## config.mk

```make
export PLATFORM = sky130hd
export DESIGN_NAME = if_id_queue
export DESIGN_NICKNAME = d
export VERILOG_FILES = /design/src/rtl/if_id_queue.sv
export SDC_FILE = /design/constraint.sdc
export NUM_CORES = 1
export LEC_CHECK = 0
export ABC_AREA = 1
export CAP_MARGIN = 30
export CORE_MARGIN = 2
export CORE_UTILIZATION = 55
export DETAILED_ROUTE_END_ITERATION = 8
export PLACE_DENSITY = 0.78
export SYNTH_ARGS = -nofsm -noshare
export SYNTH_HDL_FRONTEND = slang
export SYNTH_SLANG_ARGS = --single-unit
```

## constraint.sdc

```tcl
create_clock -name clk -period 4.9 [get_ports clk]
set_input_delay 0.98 -clock clk [delete_from_list [all_inputs] [get_ports clk]]
set_output_delay 0.98 -clock clk [all_outputs]
set_load 0.01 [all_outputs]
```

## src/rtl/if_id_queue.sv

```systemverilog
// In-order fetch-to-decode buffer: reserves an entry per issued PC, fills it on ROM
// return, and presents completed {pc, inst} pairs to decode; flush drops owed returns.
module if_id_queue #(
  parameter int DEPTH = 4
) (
  input  logic        clk,
  input  logic        rst_n,
  input  logic        pc_send_valid_i,
  input  logic [31:0] pc_ifu_i,
  output logic        pc_ready_o,
  input  logic        inst_valid_i,
  input  logic [31:0] inst_data_i,
  input  logic        flush_i,
  output logic        id_valid_o,
  output logic [31:0] id_pc_o,
  output logic [31:0] id_inst_o,
  input  logic        id_ready_i
);

  localparam int PW = $clog2(DEPTH);
  localparam int DW = PW + 1;

  typedef enum logic [1:0] {
    EMPTY   = 2'd0,
    PENDING = 2'd1,
    FULL    = 2'd2
  } ent_state_e;

  ent_state_e               state_q [DEPTH];
  ent_state_e               state_d [DEPTH];
  logic [DEPTH-1:0][31:0]   pc_q, pc_d;
  logic [DEPTH-1:0][31:0]   inst_q, inst_d;
  logic [PW-1:0]            alloc_ptr_q, alloc_ptr_d;
  logic [PW-1:0]            fill_ptr_q, fill_ptr_d;
  logic [PW-1:0]            pop_ptr_q, pop_ptr_d;
  logic [DW-1:0]            drop_cnt_q, drop_cnt_d;

  logic [DW-1:0]            used_cnt;
  logic [DW-1:0]            pending_cnt;
  logic [DW-1:0]            drop_sum;
  logic [DW:0]              outstanding;
  logic                     issue;
  logic                     pop;
  logic                     fill;

  always_comb begin
    used_cnt    = '0;
    pending_cnt = '0;
    for (int i = 0; i < DEPTH; i++) begin
      if (state_q[i] != EMPTY)   used_cnt    = used_cnt + DW'(1);
      if (state_q[i] == PENDING) pending_cnt = pending_cnt + DW'(1);
    end
  end

  // Outstanding ROM requests = live entries plus returns still owed from a flush.
  assign outstanding = (DW+1)'(used_cnt) + (DW+1)'(drop_cnt_q);
  assign pc_ready_o  = !flush_i && (outstanding < (DW+1)'(DEPTH));
  assign id_valid_o  = (state_q[pop_ptr_q] == FULL) && !flush_i;
  assign id_pc_o     = pc_q[pop_ptr_q];
  assign id_inst_o   = inst_q[pop_ptr_q];

  assign issue    = pc_send_valid_i && pc_ready_o;
  assign pop      = id_valid_o && id_ready_i;
  // A return with nothing pending is a protocol error and is ignored.
  assign fill     = inst_valid_i && (drop_cnt_q == '0) && (state_q[fill_ptr_q] == PENDING);
  assign drop_sum = drop_cnt_q + pending_cnt;

  // NOTE: every always_comb output gets a default first, so no path can infer a latch.
  always_comb begin
    state_d     = state_q;
    pc_d        = pc_q;
    inst_d      = inst_q;
    alloc_ptr_d = alloc_ptr_q;
    fill_ptr_d  = fill_ptr_q;
    pop_ptr_d   = pop_ptr_q;
    drop_cnt_d  = drop_cnt_q;

    if (flush_i) begin
      for (int i = 0; i < DEPTH; i++) state_d[i] = EMPTY;
      alloc_ptr_d = '0;
      fill_ptr_d  = '0;
      pop_ptr_d   = '0;
      drop_cnt_d  = (inst_valid_i && drop_sum != '0) ? drop_sum - DW'(1) : drop_sum;
    end else begin
      // Popped, filled and allocated entries are distinct because allocation
      // only targets an entry that was EMPTY in registered state.
      if (pop) begin
        state_d[pop_ptr_q] = EMPTY;
        pop_ptr_d          = pop_ptr_q + PW'(1);
      end
      if (inst_valid_i && drop_cnt_q != '0) begin
        drop_cnt_d = drop_cnt_q - DW'(1);
      end else if (fill) begin
        state_d[fill_ptr_q] = FULL;
        inst_d[fill_ptr_q]  = inst_data_i;
        fill_ptr_d          = fill_ptr_q + PW'(1);
      end
      if (issue) begin
        state_d[alloc_ptr_q] = PENDING;
        pc_d[alloc_ptr_q]    = pc_ifu_i;
        alloc_ptr_d          = alloc_ptr_q + PW'(1);
      end
    end
  end

  // NOTE: sequential state uses non-blocking assignments so every register samples
  // pre-edge values regardless of statement order.
  always_ff @(posedge clk or negedge rst_n) begin
    if (!rst_n) begin
      // NOTE: entry storage is reset too, because the head pair is visible on the
      // outputs even while invalid and must read as zero out of reset.
      state_q     <= '{default: EMPTY};
      pc_q        <= '0;
      inst_q      <= '0;
      alloc_ptr_q <= '0;
      fill_ptr_q  <= '0;
      pop_ptr_q   <= '0;
      drop_cnt_q  <= '0;
    end else begin
      state_q     <= state_d;
      pc_q        <= pc_d;
      inst_q      <= inst_d;
      alloc_ptr_q <= alloc_ptr_d;
      fill_ptr_q  <= fill_ptr_d;
      pop_ptr_q   <= pop_ptr_d;
      drop_cnt_q  <= drop_cnt_d;
    end
  end

endmodule

```

==> qor.yml <==
status: "finished clean"
synthToLayoutAreaGrowth_pct: 19.2
vias: 10824
post-route-util: 0.666
std_cell_rows: 55
synth_edf_count: 0
crit_arrival_ps: 3590
antenna_found_initial: 0
viasPerCell: 5.55
dieArea_um2: 24200
post_synth_inst_count: 1557
critical_path_class: "flop to output pin"
grtUsageTotal: 0.269
finalNonFillerCells: 1951
yosys_register_bits: 273
cts_resized: 0
start_kind: "flop"
coreArea_um2: 22600
syn-num-nets: 1652
yosysUniqueCellTypes: 31
cts_tree: "built"
critPathCaptureType: "output pin"
crit_path_max_fanout: 6
slew_headroom: 0.449
numClockSinks: 273
fp.dieW_um: 156
placedCellCount: 1899
final-hold-violation-count: 0
port_buffers: 135
synthTopCellsByArea: "dfrtp_1 (54%), nand2_1 (16%), o21ai_0 (10%)"
grt-ovfl-total: 0
finalCritPeriodShare: 0.933
finalPower_uw: 6820
dpl_cell_area_um2: 14100
synth_flop_cell: "dfrtp_1"
grt_pass1_wl_mm: 53.0
hold_buffers: 0
required_ps: 3920
drc: 0
fmax_ghz: 0.219
worstMarginPinSlew_ps: 827
synth.yosys.seq_area_share: 0.540
place.gp.congestion: 0.806
rsz0062_at_grt: "false"
clk_latency_ps: 570
syn_area_um2: 12600
initial_core_util: 0.559
hp-class: "primary input to asynchronous set/reset pin"
synthArstFlopShare: 1.00
grt_pass1_vias: 10519
post-cts-setup-buffer-count: 0
dp_hpwl_mm: 18.1
synth_top_area_share: 0.540
min_period_ps: 4570
clk_pin_slew_ps: 60
ios: 136
diodes: 0
drive_above_1_share: 0.0528
grt_start_max_net_pins: 119
clk_path_buf_depth: 3
synth.avg_cell_area_um2: 8.12
routedWlPerCell_um: 16.6
drt_iter0_markers: 1030
nNetsFinal: 1740
routed_wl_mm: 32.4
cap_violations: 0
cts_root_buffer: "clkbuf_16"
yosys.area.top_type: "dfrtp_1"
cts_buffers: 29
vdd_ir_drop_max_uv: 409
ant_nets: 0
die_h_um: 156
setup_viol: 0
ys_warn_count: 0
fin_tns_setup_ps: 0
slew_viol_final: 0
stdcell_area_um2: 15100
fin_worst_skew_ps: 22.8
firstDrtPassIters: 5
power_density_nw_per_um2: 452
p_leak_uw: 0.00771
htree_levels: 1
[layer usage]
layer / GRT usage / part of all wire / vias up
met5: 0 / 0 / -
met4: 0.0773 / 0.022 / 0
met3: 0.0406 / 0.071 / 50
met2: 0.441 / 0.47 / 399
met1: 0.376 / 0.44 / 5170
li1: - / - / 5205
[cell families (layout without fill, tap and decap cells)]
group	Yosys count	after routing	share of synthesized area
xor gates and xnor gates	4	4	0.00277
and+or+nand+nor	745	745	0.234
AOI/OAI and AO/OA	344	344	0.143
muxes	1	1	0.000890
adders and majority gates	25	25	0.0253
DFF	273	273	0.540
buffers and inverters	165	274	0.0541
[critical path, cell delays in order (launching register included)]
cell             delay [ps]
dfrtp_1                 420
nor2_1                  210
ha_1                    280
o21ai_1                 140
nand2_1                 100
inv_1                    70
ha_1                    130
nand2_1                  60
xnor2_1                 130
ha_1                    310
nor4_4                  480
nand2_1                  90
inv_1                    90
clkdlybuf4s50_1         530
[synthesized netlist by cell type, types with 2 or more instances]
| cell | count |
|---|---|
| a21oi_1 | 9 |
| buf_1 | 2 |
| buf_2 | 16 |
| buf_4 | 12 |
| clkbuf_1 | 63 |
| dfrtp_1 | 273 |
| ha_1 | 24 |
| inv_1 | 67 |
| inv_2 | 5 |
| nand2_1 | 553 |
| nand2_4 | 4 |
| nand3_1 | 23 |
| nand4_2 | 4 |
| nor2_1 | 150 |
| nor3_1 | 4 |
| o21ai_0 | 258 |
| o21ai_1 | 11 |
| o22ai_1 | 64 |
| xnor2_1 | 2 |
| xor2_1 | 2 |
[flip-flops by register name, summed over array words and instances, names as in the netlist]
register / cells
drop_cnt_q: 3
pc_q: 128
alloc_ptr_q: 2
fill_ptr_q: 2
pop_ptr_q: 2
state_q: 8
inst_q: 128
[report_power, final]
part / internal (uW) / leakage (uW) / switching, uW
Clock: 1320 / 0.000490 / 925
Combinational: 778 / 0.00352 / 852
Sequential: 2690 / 0.00370 / 245
[layout make-up]
| class | count | area [um^2] |
|---|---|---|
| clock buffer | 37 | 806 |
| multi-input combinational | 1119 | 5130 |
| timing repair buffer | 150 | 1490 |
| sequential | 273 | 6840 |
| tap | 285 | 357 |
| fill | 1810 | 7570 |
| clock inverter | 15 | 175 |
| inverter | 72 | 273 |
[layout by cell type (no fill, tap or decap), types with 2 or more instances in the layout]
cell               n
buf_12             2
o21ai_1           11
bufinv_16          3
clkinv_2           8
nand2_1          553
o22ai_1           64
clkbuf_16         29
clkdlybuf4s50_1  134
inv_2              6
nor2_1           150
nand2_4            4
buf_4             13
clkbuf_8           5
ha_1              24
clkbuf_1           3
inv_6              2
xnor2_1            2
nand4_2            4
a21oi_1            9
inv_1             65
xor2_1             2
dfrtp_1          271
nand3_1           23
nor3_1             4
o21ai_0          258
[per-stage QoR]
| stage | worst slack (ps) | hold WS [ps] |
|---|---|---|
| 5_1_grt | 97.1 | 435 |
| 3_3_place_gp | 983 | 456 |
| 2_1_floorplan | 1510 | 444 |
| 4_1_cts | 316 | 414 |
| 3_5_place_dp | 913 | 460 |
| 6_report | 330 | 383 |
[path summary, 6_finish.rpt]
kind,to,start,slack [ps],cells past startpoint
worst min register to register,pc_q[39]$_DFFE_PN0P_,pc_q[39]$_DFFE_PN0P_,470,2
worst max register to register,pc_q[17]$_DFFE_PN0P_,state_q[5]$_DFF_PN0_,1160,15
min in group clk,pc_q[39]$_DFFE_PN0P_,pc_q[39]$_DFFE_PN0P_,470,2
worst max-delay path,pc_ready_o,state_q[5]$_DFF_PN0_,330,13
max in group asynchronous,pop_ptr_q[0]$_DFFE_PN0P_,rst_n,3490,2
worst min-delay path,state_q[7]$_DFF_PN0_,rst_n,380,1
No activity file was read; power rests on OpenSTA's default activity.
